$ cat src/rtl/wb_rx_fifo_pkg.sv
// Shared register map and bit positions for the wb_rx_fifo receive buffer.
// Imported by the FIFO core and the Wishbone front end.
package types;

  localparam int REG_DATA   = 0;
  localparam int REG_STATUS = 1;
  localparam int REG_COUNT  = 2;
  localparam int REG_CTRL   = 3;
  localparam int REG_THRESH = 4;

  localparam int ST_EMPTY   = 0;
  localparam int ST_FULL    = 1;
  localparam int ST_OVERRUN = 2;
  localparam int ST_RXERR   = 3;
  localparam int ST_IRQ     = 4;

  localparam int CTRL_FLUSH  = 0;
  localparam int CTRL_CLEAR  = 1;
  localparam int CTRL_IRQ_EN = 2;

  function automatic int cnt_bits(input int d);
    return $clog2(d) + 1;
  endfunction

endpackage

$ cat src/rtl/wb_rx_fifo_if.sv
// Wishbone slave bundle for wb_rx_fifo.
// master drives the request side, slave returns data and ack.
interface wb_rx_fifo_if #(
  parameter int addr_width = 4,
  parameter int data_width = 8
);

  logic [addr_width-1:0] addr;
  logic [data_width-1:0] data_m;
  logic [data_width-1:0] data_s;
  logic                  cyc;
  logic                  stb;
  logic                  we;
  logic                  ack;

  modport master (
    output addr,
    output data_m,
    output cyc,
    output stb,
    output we,
    input  data_s,
    input  ack
  );

  modport slave (
    input  addr,
    input  data_m,
    input  cyc,
    input  stb,
    input  we,
    output data_s,
    output ack
  );

endinterface

$ cat src/rtl/wb_rx_fifo_sync_fifo.sv
// Power-of-two synchronous FIFO with flush and occupancy count.
// A push while full is accepted only when a pop frees a slot that cycle.
module sync_fifo
  import types::*;
#(
  parameter int data_width = 8,
  parameter int depth      = 16
) (
  input  logic                     clk,
  input  logic                     rst,
  input  logic                     push,
  input  logic [data_width-1:0]    wdata,
  input  logic                     pop,
  input  logic                     flush,
  output logic [data_width-1:0]    rdata,
  output logic                     full,
  output logic                     empty,
  output logic [cnt_bits(depth)-1:0] count
);

  localparam int AW = $clog2(depth);
  localparam int CW = cnt_bits(depth);

  logic [data_width-1:0] mem_q [depth];
  logic [AW-1:0]         wr_ptr_q, wr_ptr_d;
  logic [AW-1:0]         rd_ptr_q, rd_ptr_d;
  logic [CW-1:0]         count_q, count_d;
  logic                  wr_en;
  logic                  rd_en;

  assign full  = (count_q == CW'(depth));
  assign empty = (count_q == '0);
  assign count = count_q;
  assign rdata = mem_q[rd_ptr_q];

  assign rd_en = pop & ~empty & ~flush;
  assign wr_en = push & ~flush & (~full | rd_en);

  always_comb begin
    wr_ptr_d = wr_ptr_q;
    rd_ptr_d = rd_ptr_q;
    count_d  = count_q;
    if (flush) begin
      wr_ptr_d = '0;
      rd_ptr_d = '0;
      count_d  = '0;
    end else begin
      if (wr_en) wr_ptr_d = wr_ptr_q + AW'(1);
      if (rd_en) rd_ptr_d = rd_ptr_q + AW'(1);
      unique case ({wr_en, rd_en})
        2'b10:   count_d = count_q + CW'(1);
        2'b01:   count_d = count_q - CW'(1);
        default: count_d = count_q;
      endcase
    end
  end

  always_ff @(posedge clk) begin
    if (rst) begin
      wr_ptr_q <= '0;
      rd_ptr_q <= '0;
      count_q  <= '0;
    end else begin
      wr_ptr_q <= wr_ptr_d;
      rd_ptr_q <= rd_ptr_d;
      count_q  <= count_d;
    end
  end

  // Storage needs no reset; occupancy decides what is valid.
  always_ff @(posedge clk) begin
    if (wr_en) mem_q[wr_ptr_q] <= wdata;
  end

endmodule

$ cat src/rtl/wb_rx_fifo.sv
// RX byte-stream buffer with Wishbone register front end.
// Optional threshold interrupt built when WB_RX_FIFO_IRQ_EN is defined.
module wb_rx_fifo
  import types::*;
#(
  parameter int addr_width = 4,
  parameter int data_width = 8,
  parameter int depth      = 16
) (
  input  logic                  clk,
  input  logic                  rst,
  input  logic [data_width-1:0] rx_data,
  input  logic                  rx_valid,
  input  logic                  rx_error,
  wb_rx_fifo_if.slave           bus,
  output logic                  irq
);

  localparam int CW = cnt_bits(depth);

  logic                  ack_q, ack_d;
  logic [data_width-1:0] data_s_q, data_s_d;
  logic                  overrun_q, overrun_d;
  logic                  rx_err_q, rx_err_d;

  logic [data_width-1:0] head;
  logic                  full;
  logic                  empty;
  logic [CW-1:0]         count;

  logic req, rd_req, wr_req;
  logic sel_data, sel_status, sel_count;
  logic sel_ctrl, sel_thresh;
  logic pop, ctrl_wr, flush, clr;
  logic irq_pend;
  logic [2:0]            ctrl_rd;
  logic [CW-1:0]         thresh_rd;
  logic [7:0]            status;
  logic [data_width-1:0] rd_val;
  logic                  unused_wdata;

  assign unused_wdata = ^bus.data_m;

  // A new request is taken only while ack is low: ack every other cycle.
  assign req    = bus.cyc & bus.stb & ~ack_q;
  assign rd_req = req & ~bus.we;
  assign wr_req = req & bus.we;

  assign sel_data   = (bus.addr == addr_width'(REG_DATA));
  assign sel_status = (bus.addr == addr_width'(REG_STATUS));
  assign sel_count  = (bus.addr == addr_width'(REG_COUNT));
  assign sel_ctrl   = (bus.addr == addr_width'(REG_CTRL));
  assign sel_thresh = (bus.addr == addr_width'(REG_THRESH));

  assign pop     = rd_req & sel_data & ~empty;
  assign ctrl_wr = wr_req & sel_ctrl;
  assign flush   = ctrl_wr & bus.data_m[CTRL_FLUSH];
  assign clr     = ctrl_wr & bus.data_m[CTRL_CLEAR];

  sync_fifo #(
    .data_width (data_width),
    .depth      (depth)
  ) u_fifo (
    .clk   (clk),
    .rst   (rst),
    .push  (rx_valid),
    .wdata (rx_data),
    .pop   (pop),
    .flush (flush),
    .rdata (head),
    .full  (full),
    .empty (empty),
    .count (count)
  );

`ifdef WB_RX_FIFO_IRQ_EN
  logic          irq_en_q, irq_en_d;
  logic          irq_q, irq_d;
  logic [CW-1:0] thresh_q, thresh_d;

  assign irq_pend  = irq_en_q & ((count >= thresh_q) | overrun_q);
  assign ctrl_rd   = {irq_en_q, 2'b00};
  assign thresh_rd = thresh_q;
  assign irq       = irq_q;

  always_comb begin
    irq_en_d = irq_en_q;
    thresh_d = thresh_q;
    irq_d    = irq_pend;
    if (ctrl_wr) irq_en_d = bus.data_m[CTRL_IRQ_EN];
    if (wr_req & sel_thresh) thresh_d = bus.data_m[CW-1:0];
  end

  always_ff @(posedge clk) begin
    if (rst) begin
      irq_en_q <= 1'b0;
      irq_q    <= 1'b0;
      thresh_q <= CW'(depth / 2);
    end else begin
      irq_en_q <= irq_en_d;
      irq_q    <= irq_d;
      thresh_q <= thresh_d;
    end
  end
`else
  assign irq_pend  = 1'b0;
  assign ctrl_rd   = '0;
  assign thresh_rd = '0;
  assign irq       = 1'b0;
`endif

  always_comb begin
    status             = '0;
    status[ST_EMPTY]   = empty;
    status[ST_FULL]    = full;
    status[ST_OVERRUN] = overrun_q;
    status[ST_RXERR]   = rx_err_q;
    status[ST_IRQ]     = irq_pend;
  end

  always_comb begin
    rd_val = '0;
    unique case (1'b1)
      sel_data:   rd_val = empty ? '0 : head;
      sel_status: rd_val = data_width'(status);
      sel_count:  rd_val = data_width'(count);
      sel_ctrl:   rd_val = data_width'(ctrl_rd);
      sel_thresh: rd_val = data_width'(thresh_rd);
      default:    rd_val = '0;
    endcase
  end

  // A flushed push and a popped-while-full push never count as overrun;
  // a fresh event outranks a same-cycle clear.
  always_comb begin
    ack_d     = req;
    data_s_d  = rd_req ? rd_val : data_s_q;
    overrun_d = (rx_valid & ~flush & full & ~pop) | (overrun_q & ~clr);
    rx_err_d  = rx_error | (rx_err_q & ~clr);
  end

  always_ff @(posedge clk) begin
    if (rst) begin
      ack_q     <= 1'b0;
      data_s_q  <= '0;
      overrun_q <= 1'b0;
      rx_err_q  <= 1'b0;
    end else begin
      ack_q     <= ack_d;
      data_s_q  <= data_s_d;
      overrun_q <= overrun_d;
      rx_err_q  <= rx_err_d;
    end
  end

  assign bus.ack    = ack_q;
  assign bus.data_s = data_s_q;

endmodule

$ cat src/flat_wrapper.sv
// flat-port wrapper written by rule: the top's interface ports become plain ports
module wb_rx_fifo_flat import types::*;
#(
  parameter int addr_width = 4,
  parameter int data_width = 8,
  parameter int depth      = 16
)
  (clk, rst, rx_data, rx_valid, rx_error, irq, bus_addr, bus_data_m, bus_cyc, bus_stb, bus_we, bus_data_s, bus_ack);
  wb_rx_fifo_if #(.addr_width(addr_width), .data_width(data_width)) bus_i ();
  input  logic clk;
  input  logic rst;
  input  logic [data_width-1:0] rx_data;
  input  logic rx_valid;
  input  logic rx_error;
  output logic irq;
  input wire logic [$bits(bus_i.addr)-1:0] bus_addr;
  input wire logic [$bits(bus_i.data_m)-1:0] bus_data_m;
  input wire logic [$bits(bus_i.cyc)-1:0] bus_cyc;
  input wire logic [$bits(bus_i.stb)-1:0] bus_stb;
  input wire logic [$bits(bus_i.we)-1:0] bus_we;
  output wire logic [$bits(bus_i.data_s)-1:0] bus_data_s;
  output wire logic [$bits(bus_i.ack)-1:0] bus_ack;
  assign bus_i.addr = bus_addr;
  assign bus_i.data_m = bus_data_m;
  assign bus_i.cyc = bus_cyc;
  assign bus_i.stb = bus_stb;
  assign bus_i.we = bus_we;
  assign bus_data_s = bus_i.data_s;
  assign bus_ack = bus_i.ack;
  wb_rx_fifo #(.addr_width(addr_width), .data_width(data_width), .depth(depth)) u_core (.clk(clk), .rst(rst), .rx_data(rx_data), .rx_valid(rx_valid), .rx_error(rx_error), .bus(bus_i), .irq(irq));
endmodule
$ cat config.mk
export PLATFORM = sky130hd
export DESIGN_NAME = wb_rx_fifo_flat
export DESIGN_NICKNAME = d
export VERILOG_FILES = /design/src/rtl/wb_rx_fifo_pkg.sv /design/src/rtl/wb_rx_fifo_if.sv /design/src/rtl/wb_rx_fifo_sync_fifo.sv /design/src/rtl/wb_rx_fifo.sv /design/src/flat_wrapper.sv
export SDC_FILE = /design/constraint.sdc
export NUM_CORES = 1
export LEC_CHECK = 0
export ABC_AREA = 1
export ABC_CLOCK_PERIOD_IN_PS = 1950
export CAP_MARGIN = 15
export CORE_MARGIN = 3
export CORE_UTILIZATION = 50
export DETAILED_ROUTE_END_ITERATION = 10
export PLACE_DENSITY = 0.7
export SYNTH_ARGS = -nofsm -noshare
export SYNTH_HDL_FRONTEND = slang
export SYNTH_SLANG_ARGS = --single-unit
$ cat constraint.sdc
create_clock -name clk -period 1.95 [get_ports clk]
set_clock_uncertainty 0.05 [all_clocks]
set_input_delay 0.39 -clock clk [delete_from_list [all_inputs] [get_ports clk]]
set_output_delay 0.39 -clock clk [all_outputs]
set_load 0.05 [all_outputs]
==> results, run 1 <==
- The flow ran to the end, and the final reports show no timing, DRC or antenna violations.
- Synthesis inferred 156 register bits.
- The slowest library cell on the worst path is sky130_fd_sc_hd__clkdlybuf4s50_1.
- STA classifies the critical path endpoint as a flip-flop.
- The time the worst path needs with I/O delays and setup is roughly 1900 ps.
- The synthesized netlist devotes less than 1% of its cell area to XOR and XNOR gates.
- The final instance area is 0.00822 mm2.
- The wire length after detailed routing is 15.8 mm.
- The share of the cycle needed by the critical path after routing is 97.7%.
- The mean area per synthesized cell is roughly 11 um2.
- The final hold violation count came to 0.
- The fraction of the yosys area taken by sequential cells is 67.2%.
- The detail route stage leaves a number of antenna-violating nets equal to 0.
- The clock passes through at most 2 buffers.
- The simple-gate portion of the synthesized area is 15.3%.
- The sequential group share of total power is 51.3%.
- For this design, the sink count on the clock tree is 156.
- The total buffers and inverters traversed by the critical path is 4.
- The largest total area in the synthesized netlist belongs to sky130_fd_sc_hd__edfxtp_1.
- The number of max-capacitance violations reported is 0.
- The path class of the lowest-slack min-delay path is input pin to flip-flop.
- Input and output buffers added on the ports amount to 29.
- Setup total negative slack on the finished layout was measured at 0 ps.
- The share of flip-flops with an asynchronous set or reset is 0%.
- The top cell types in the final layout, fill and taps aside, are 128 x sky130_fd_sc_hd__edfxtp_1, 87 x sky130_fd_sc_hd__nor2_1, 74 x sky130_fd_sc_hd__o21ai_0.
- At the end of routability-driven placement, the weighted congestion stood at 0.851.
- The repair_antennas step left the layout with diodes totalling 0.
- The worst relative slew slack is between 50% and 60%.
- The fraction of final layout cells sized beyond drive strength 1 is 23.1%.
- The most common cell after layout, fill and taps aside is sky130_fd_sc_hd__edfxtp_1.
- The worst setup path is launched from an input pin.
- The latest clock arrival within the worst-skew pair is roughly 420 ps.
- The total overflow left after global routing is 0.
- Of the total synthesized cell area, the portion taken by full adders, half adders and majority gates is approximately 1.1%.
- The cell area that synthesis handed to floorplanning was 0.00656 mm2.
- In this run the static leakage power is 3.06 nW.
- Summed over all nets, the switching power comes to 0.00150 W.
- Synthesis instantiated 40 different standard cells from the library.
- In this run, the combinational gates consume 5.0% of the power.
- The worst-case IR drop observed on VDD is approximately 0.58 mV.
- The cell that appears most often on the critical path is sky130_fd_sc_hd__nand2_1.
- The number of global-route vias before repair is 4711.
- The most common flop cell mapped by yosys is sky130_fd_sc_hd__edfxtp_1.
- In this run the core area contains 41 standard-cell rows.
- The H-tree generated during clock tree synthesis spans 4 levels.
- Cell internal power was estimated by the tool at roughly 0.0056 W.
- Static timing analysis puts the maximum clock frequency at 525 MHz.
- The via count is 4837.
- The post-detailed-route wirelength per cell is ~18 um.
- The cell count after synthesis is 581.
- The data arrival time of the worst path is 2210 ps.
- Setup violations remaining at the end of the flow were counted as 0.
- The fraction of post-synthesis cell area in the top cell type by area is 58.6%.
- Setup repair after global routing could not meet its margin everywhere.
- The delay of the slowest cell on the worst path is 540 ps.
- The synthesized netlist net count is 614.
- The number of enable-type register cells in the synthesized netlist is 128.
- Traced cell by cell, the critical path runs through clkdlybuf4s50_1 -> nor2_4 -> nand4_4 -> inv_1 -> or2_2 -> nand2_1 -> inv_1 -> ha_1 -> inv_2 -> nand2_2 -> nand3_2 -> nand3_1 -> nand2_1 -> nand2_1 -> a21oi_2.
- The boundary pin count is 37.
- The clock tree from TritonCTS is yes.
- Ranked by total cell area, the synthesized netlist is headed by sky130_fd_sc_hd__edfxtp_1 59%, sky130_fd_sc_hd__dfxtp_1 8.5%, sky130_fd_sc_hd__o21ai_0 5.7%.
- Compared with the post-synthesis result, the final layout area differs by 25.3%.
- TritonCTS created 17 clock buffers.
- Detailed placement finished with a half-perimeter wire length of roughly 10 mm.
- The total cell area at the placement stage is about 0.0075 mm2.
- Of the post-synthesis cell area, the part taken by muxes is 0%.
- The net count of the finished layout is 709.
- The horizontal extent of the die is 121 um.
- After detailed routing, the number of vias per cell comes to 5.62.
- The max-slew violation count is 0.
- The total DRC errors in the routed layout is 0.
- The part of the total power dissipated in the clock network is 43.7%.
- Clock-pin slew was measured on the worst setup and hold paths at 60 ps.
- The overall track demand over capacity in global routing is between 20 and 25%.
- The main combinational cell family by area after synthesis is simple AND/OR/NAND/NOR gates.
- The violation count after the first detailed-route iteration is 600.
- Entering global routing, the biggest net connects 47 pins.
- The core region area is between 0.01 and 0.015 mm2.
- The power density over cell area is 870 mW/mm2.
- The top cell family by delay on the critical path is simple AND/OR/NAND/NOR gates.
- The Yosys warning count is 0.
- The number of antenna violations at the first check in global routing is 0.
- The tree is rooted in a sky130_fd_sc_hd__clkbuf_16.
- The synthesized netlist devotes 12.4% of its cell area to compound gates.
- The sum of internal, switching and leakage power is 0.00715 W.
- The cts-stage hold buffer count is 0.
- The die covers 0.0145 mm2.
- The switching power share of the total is 21.0%.
- Data on the critical path is required at its endpoint by around 2300 ps.
- At the pin with the least slew margin, the transition time is roughly 620 ps.
- The first global-routing pass estimated 25.0 mm of wire.
- Before antenna repair, the detailed router went through 5 iterations.
- The critical path is of the input pin to flip-flop type.
- The initial core utilization is between 50 and 60%.
- The largest fanout of any net on the critical path is 2.
- The layout filler cell count is 973.
- From bottom edge to top edge, the die measures 121 um.
tightest hold or removal path, delay by kind of cell:
family	cells	cell delay [ps]
AND/OR/NAND/NOR	2	180
buffers and inverters	1	140
sequential cells by signal, summed over array words and instances (netlist names), named ones only:
register	count
u_core.u_fifo.count	5
u_core.rx_err_q	1
u_core.u_fifo.rd_ptr_q	4
u_core.overrun_q	1
u_core.u_fifo.wr_ptr_q	4
u_core.bus.data_s	8
u_core.bus.ack	1
u_core.u_fifo.mem_q	128
routing by layer:
metal | part of all wire (%) | GRT usage [%] | vias to the layer above
met2 | 50 | 36.5 | 179
met3 | 6.3 | 4.72 | 27
met4 | 2.0 | 8.43 | 0
met5 | 0 | 0 | -
li1 | - | - | 2266
met1 | 42 | 31.5 | 2365
cell usage after synthesis, types with 2 or more instances:
cell type,number
sky130_fd_sc_hd__dfxtp_1,28
sky130_fd_sc_hd__nor2_4,2
sky130_fd_sc_hd__nand4_1,3
sky130_fd_sc_hd__nor2_2,3
sky130_fd_sc_hd__nand2_4,6
sky130_fd_sc_hd__ha_1,6
sky130_fd_sc_hd__a21oi_1,26
sky130_fd_sc_hd__o21ai_0,75
sky130_fd_sc_hd__inv_2,6
sky130_fd_sc_hd__nor3_1,3
sky130_fd_sc_hd__nand3_2,2
sky130_fd_sc_hd__nand2_2,3
sky130_fd_sc_hd__nand2_1,73
sky130_fd_sc_hd__o22ai_1,6
sky130_fd_sc_hd__o221ai_1,22
sky130_fd_sc_hd__edfxtp_1,128
sky130_fd_sc_hd__o211ai_1,4
sky130_fd_sc_hd__clkbuf_1,16
sky130_fd_sc_hd__inv_1,25
sky130_fd_sc_hd__buf_4,2
sky130_fd_sc_hd__nand3_1,24
sky130_fd_sc_hd__or2_2,2
sky130_fd_sc_hd__buf_2,5
sky130_fd_sc_hd__nor2_1,95
logic make-up (layout without fill, tap and decap cells):
family,after synthesis,count (layout)
flops,156,156
other cells,1,1
simple gates,219,219
fa+ha+maj,6,6
compound gates,139,139
xor+xnor,1,1
buf+inv,59,167
path summary, 6_finish.rpt:
path | from | to | slack [ps] | depth (start not counted)
setup reg to reg | u_core.u_fifo.count[3] | u_core.u_fifo.count[4] | 50 | 15
hold / removal | bus_stb | u_core.bus.ack | 270 | 3
setup / recovery | bus_we | u_core.u_fifo.count[4] | 50 | 15
hold reg to reg | u_core.bus.data_s[0] | u_core.bus.data_s[0] | 420 | 2
layout make-up:
type / count / area [um2] / share of cell area (%)
Tap cell: 172 / 215 / 2.62
Multi-Input combinational cell: 366 / 1990 / 24.2
Clock buffer: 19 / 433 / 5.27
Clock inverter: 13 / 126 / 1.54
Inverter: 35 / 146 / 1.78
Sequential cell: 156 / 4410 / 53.7
Timing Repair Buffer: 100 / 898 / 10.9
power groups by stage:
stage | Clock (W) | Sequential [W] | Combinational (W)
4_1_cts | 0.00315 | 0.00366 | 0.000348
2_1_floorplan | 0 | 0.00374 | 0.000152
3_3_place_gp | 0 | 0.00373 | 0.000333
5_1_grt | 0.00333 | 0.00367 | 0.000393
3_5_place_dp | 0 | 0.00373 | 0.000340
6_report | 0.00312 | 0.00366 | 0.000358
metrics by stage:
step	worst slack [ps]	hold WS [ps]	cells	utilization (%)
final	45.8	273	861	64.6
after global routing	-73.7	294	861	64.6
after CTS	3.61	427	859	64.0
after detailed placement	-566	420	824	59.1
after global placement	-550	413	824	59.1
after floorplan	-95.5	399	581	-
repair_timing:
action                                 in CTS  in global routing
buffers inserted                            3                  2
gates cloned                                0                  0
endpoints found under the hold margin       0                  0
setup endpoints to repair                 118                 89
pin swaps                                   5                  5
gates resized for setup                    20                 23
(Power assumes the default switching activity.)
==> run 2: changes to the inputs <==
CTS_CLUSTER_SIZE = 30   (was not set)
==> results of run 2 <==
Same layout as run 1: the final DEF is identical, and so are final timing and power.
==> run 3: changes to the inputs <==
CTS_BUF_LIST = sky130_fd_sc_hd__clkbuf_2   (was not set)
SETUP_SLACK_MARGIN = 0.05   (was not set)
==> run 3 against run 2 <==
Net effect:
- sequential share of layout area grew 1.1 points
- register-to-register slack gained 20 ps
- clock power shrank 34%
- sequential cell count is the same
- combinational power grew 16%
- routed wire length shrank 0.45%
- non-clock buffer count shrank 3
- setup slack gained 16 ps
- sequential power is essentially flat
- die area is the same
- count of clock-buffer cells in the layout grew 4
- largest power group unchanged
==> results, run 3 (synthesis results as in run 1) <==
- The wire length after detailed routing is 15.7 mm (-0.45%).
- The part of the total power dissipated in the clock network is 33.6% (-10 points).
- The overflow left after global routing was 0 (unchanged).
- The startpoint class of the critical path is a flip-flop.
- The slowest library cell on the worst path is sky130_fd_sc_hd__dfxtp_2.
- Setup repair after global routing could not meet its margin everywhere.
- The register bank with the most flops is u_core.u_fifo.mem_q.
- The depth of the most critical reg-to-reg path is 12 (-3).
- Leaving out fill and tap cells, the most frequent cell in the layout is sky130_fd_sc_hd__edfxtp_1.
- The quantity of I/O buffers inserted on ports is 29 (unchanged).
- The number of iterations in the first detailed-routing pass was 5 (unchanged).
- The overall track demand over capacity in global routing is 22.2% (-0.76 points).
- The critical path endpoint category is a flip-flop.
- The delay of the slowest cell on the worst path is 400 ps (-140 ps).
- The via count is 4809 (-0.58%).
- The total DRC errors in the routed layout came to 0 (unchanged).
- The data arrival time of the worst path is 2250 ps (+40 ps).
- The time the worst path needs with I/O delays and setup was 1890 ps (-16.0 ps).
- The global placer's final weighted congestion was 0.915 (+7.5%).
- Walking the worst path, the cells encountered are inv_2 -> nand3_4 -> buf_6 -> nand2_8 -> nor2_8 -> inv_8 -> nand2_4 -> nand2_4 -> inv_8 -> nand2_4 -> nor2_2 -> buf_6.
- The horizontal extent of the die is 121 um (unchanged).
- Grouping stages by cell kind, the critical path spends the most delay in simple AND/OR/NAND/NOR gates.
- The number of clock sinks came to 156 (unchanged).
- The final antenna-violating net count is 0 (unchanged).
- The total buffers and inverters traversed by the critical path came to 5 (+1).
- The worst-case vdd ir drop came to 0.722 mV (+24%).
- The violation count after the first detailed-route iteration is 573 (-4.5%).
- The number of endpoints failing setup at the final stage came to 0 (unchanged).
- The cts-stage hold buffer count is 0 (unchanged).
- The flip-flop count of the largest register after layout is 128 (unchanged).
- The path class of the lowest-slack min-delay path is input pin to flip-flop.
- TritonCTS built the clock tree.
- The top cell types in the final layout, fill and taps aside, are 128 x sky130_fd_sc_hd__edfxtp_1, 79 x sky130_fd_sc_hd__nor2_1, 73 x sky130_fd_sc_hd__o21ai_0.
- The run finished with clean final reports.
- The sequential group share of total power is 59.6% (+8.3 points).
- The clock transition at the registers of the reported paths came to 230 ps (+170 ps).
- The total number of H-tree levels was 4 (unchanged).
- The fraction of final layout cells sized beyond drive strength 1 was 25.8% (+2.7 points).
- The vertical die dimension was 121 um (unchanged).
- The floorplan die area is 0.0145 mm2 (unchanged).
- The power density over cell area came to 763 mW/mm2 (-12%).
- The static power due to leakage is 2.94 nW (-4.1%).
- The clock tree root buffer cell is sky130_fd_sc_hd__clkbuf_2.
- The power dissipated by switching net loads is 0.00134 W (-11%).
- The net count of the finished layout came to 706 (-0.42%).
- The core region area is 0.0127 mm2 (unchanged).
- The post-detailed-route wirelength per cell is 18.3 um (-0.22%).
- The post-route worst hold slack is 247 ps (-26.4 ps).
- The worst endpoint required time is 2320 ps (+60 ps).
- The instance count on the critical path came to 12 (-3).
- The share of the cycle needed by the critical path after routing came to 96.8% (-0.82 points).
- The number of max-capacitance violations reported is 0 (unchanged).
- The switching power share of the total is 21.8% (+0.82 points).
- The maximum number of pins on one net before global-route repair was 45 (-4.3%).
- The most numerous cell type found on the critical path is sky130_fd_sc_hd__nand2_4.
- The internal power contribution is 0.00480 W (-15%).
- The largest fanout of any net on the critical path came to 8 (+6).
- The initial core utilization was 51.5% (unchanged).
- The share of total power in combinational logic came to 6.8% (+1.8 points).
- The number of global-route vias before repair was 4689 (-0.47%).
- The global-route wire length before repair is 24.4 mm (-2.5%).
- The clock buffer count from CTS is 17 (unchanged).
- The number of buffers between clock root and the deepest sink was 2 (unchanged).
- The max-slew violation count was 0 (unchanged).
- The half-perimeter wire length after placement is 10.4 mm (-0.65%).
- The boundary pin count is 37 (unchanged).
- The latest clock arrival within the worst-skew pair is 700 ps (+280 ps).
- The routed via count divided by cell count is 5.60 (-0.35%).
- The number of stages on the worst hold path is 3 (unchanged).
- The synthesis-to-finish area growth is 22.8%.
- The number of placement rows is 41 (unchanged).
- The critical path is of the flip-flop to flip-flop type.
- The sum of internal, switching and leakage power came to 0.00614 W (-14%).
- The number of antenna violations at the first check in global routing is 1 (+1).
- The fmax is 530 MHz (+0.85%).
- The final hold violation count is 0 (unchanged).
[run 3: worst reg2reg max path, delay by kind of cell (launching register included)]
family                 cells  cell delay [ps]
AND/OR/NAND/NOR            7              650
buffers and inverters      5              500
flip-flops                 1              400
[run 3: metrics by stage]
step / instances / util (%) / setup slack (ps) / instance area (um2) / TNS, ps
3_3_place_gp: 821 / 59.3 / -484 / 7550 / -57870
5_1_grt: 859 / 63.3 / -38.2 / 8050 / -78.4
2_1_floorplan: 581 / - / -84.2 / 6590 / -2750
3_5_place_dp: 821 / 59.3 / -576 / 7550 / -65820
4_1_cts: 854 / 61.8 / 51.6 / 7860 / 0
6_report: 859 / 63.3 / 61.8 / 8050 / 0
[run 3: final cells by class]
type | count | area (um2)
flip-flops and latches | 156 | 4410
well taps | 172 | 215
repair buffers | 97 | 906
inverters | 35 | 149
fillers | 1024 | 4670
clock buffers | 23 | 115
multi-input cells | 366 | 2080
clock inverters | 9 | 170
diodes | 1 | 2.50
[run 3: routing by layer]
layer	share of wire, %	track usage (%)	routed length (um)	up-vias
met5	0	0	0	-
met2	50	35.4	7780	204
met4	1.7	7.44	269	0
met1	42	30.3	6540	2323
li1	-	-	-	2259
met3	7.0	5.24	1100	23
[run 3: path summary, 6_finish.rpt]
| check | from | slack [ps] | endpoint |
|---|---|---|---|
| setup reg to reg | u_core.u_fifo.count[4] | 60 | u_core.u_fifo.mem_q[7][2] |
| hold / removal | rx_error | 250 | u_core.rx_err_q |
| setup / recovery | u_core.u_fifo.count[4] | 60 | u_core.u_fifo.mem_q[7][2] |
| hold reg to reg | u_core.bus.data_s[3] | 440 | u_core.bus.data_s[3] |
[run 3: what timing repair did]
item | 4_1_cts | 5_1_grt
endpoints found under the setup margin | 127 | 137
pin swaps | 7 | 10
setup buffers | 1 | 4
gates resized for setup | 55 | 40
[run 3: power groups by stage]
| stage | combinational, W | sequential, W | clock, W |
|---|---|---|---|
| finish | 0.000416 | 0.00366 | 0.00206 |
| global route | 0.000449 | 0.00367 | 0.00224 |
| CTS | 0.000377 | 0.00366 | 0.00208 |
| detailed placement | 0.000362 | 0.00373 | 0 |
| global placement | 0.000355 | 0.00373 | 0 |
| floorplan | 0.000156 | 0.00374 | 0 |
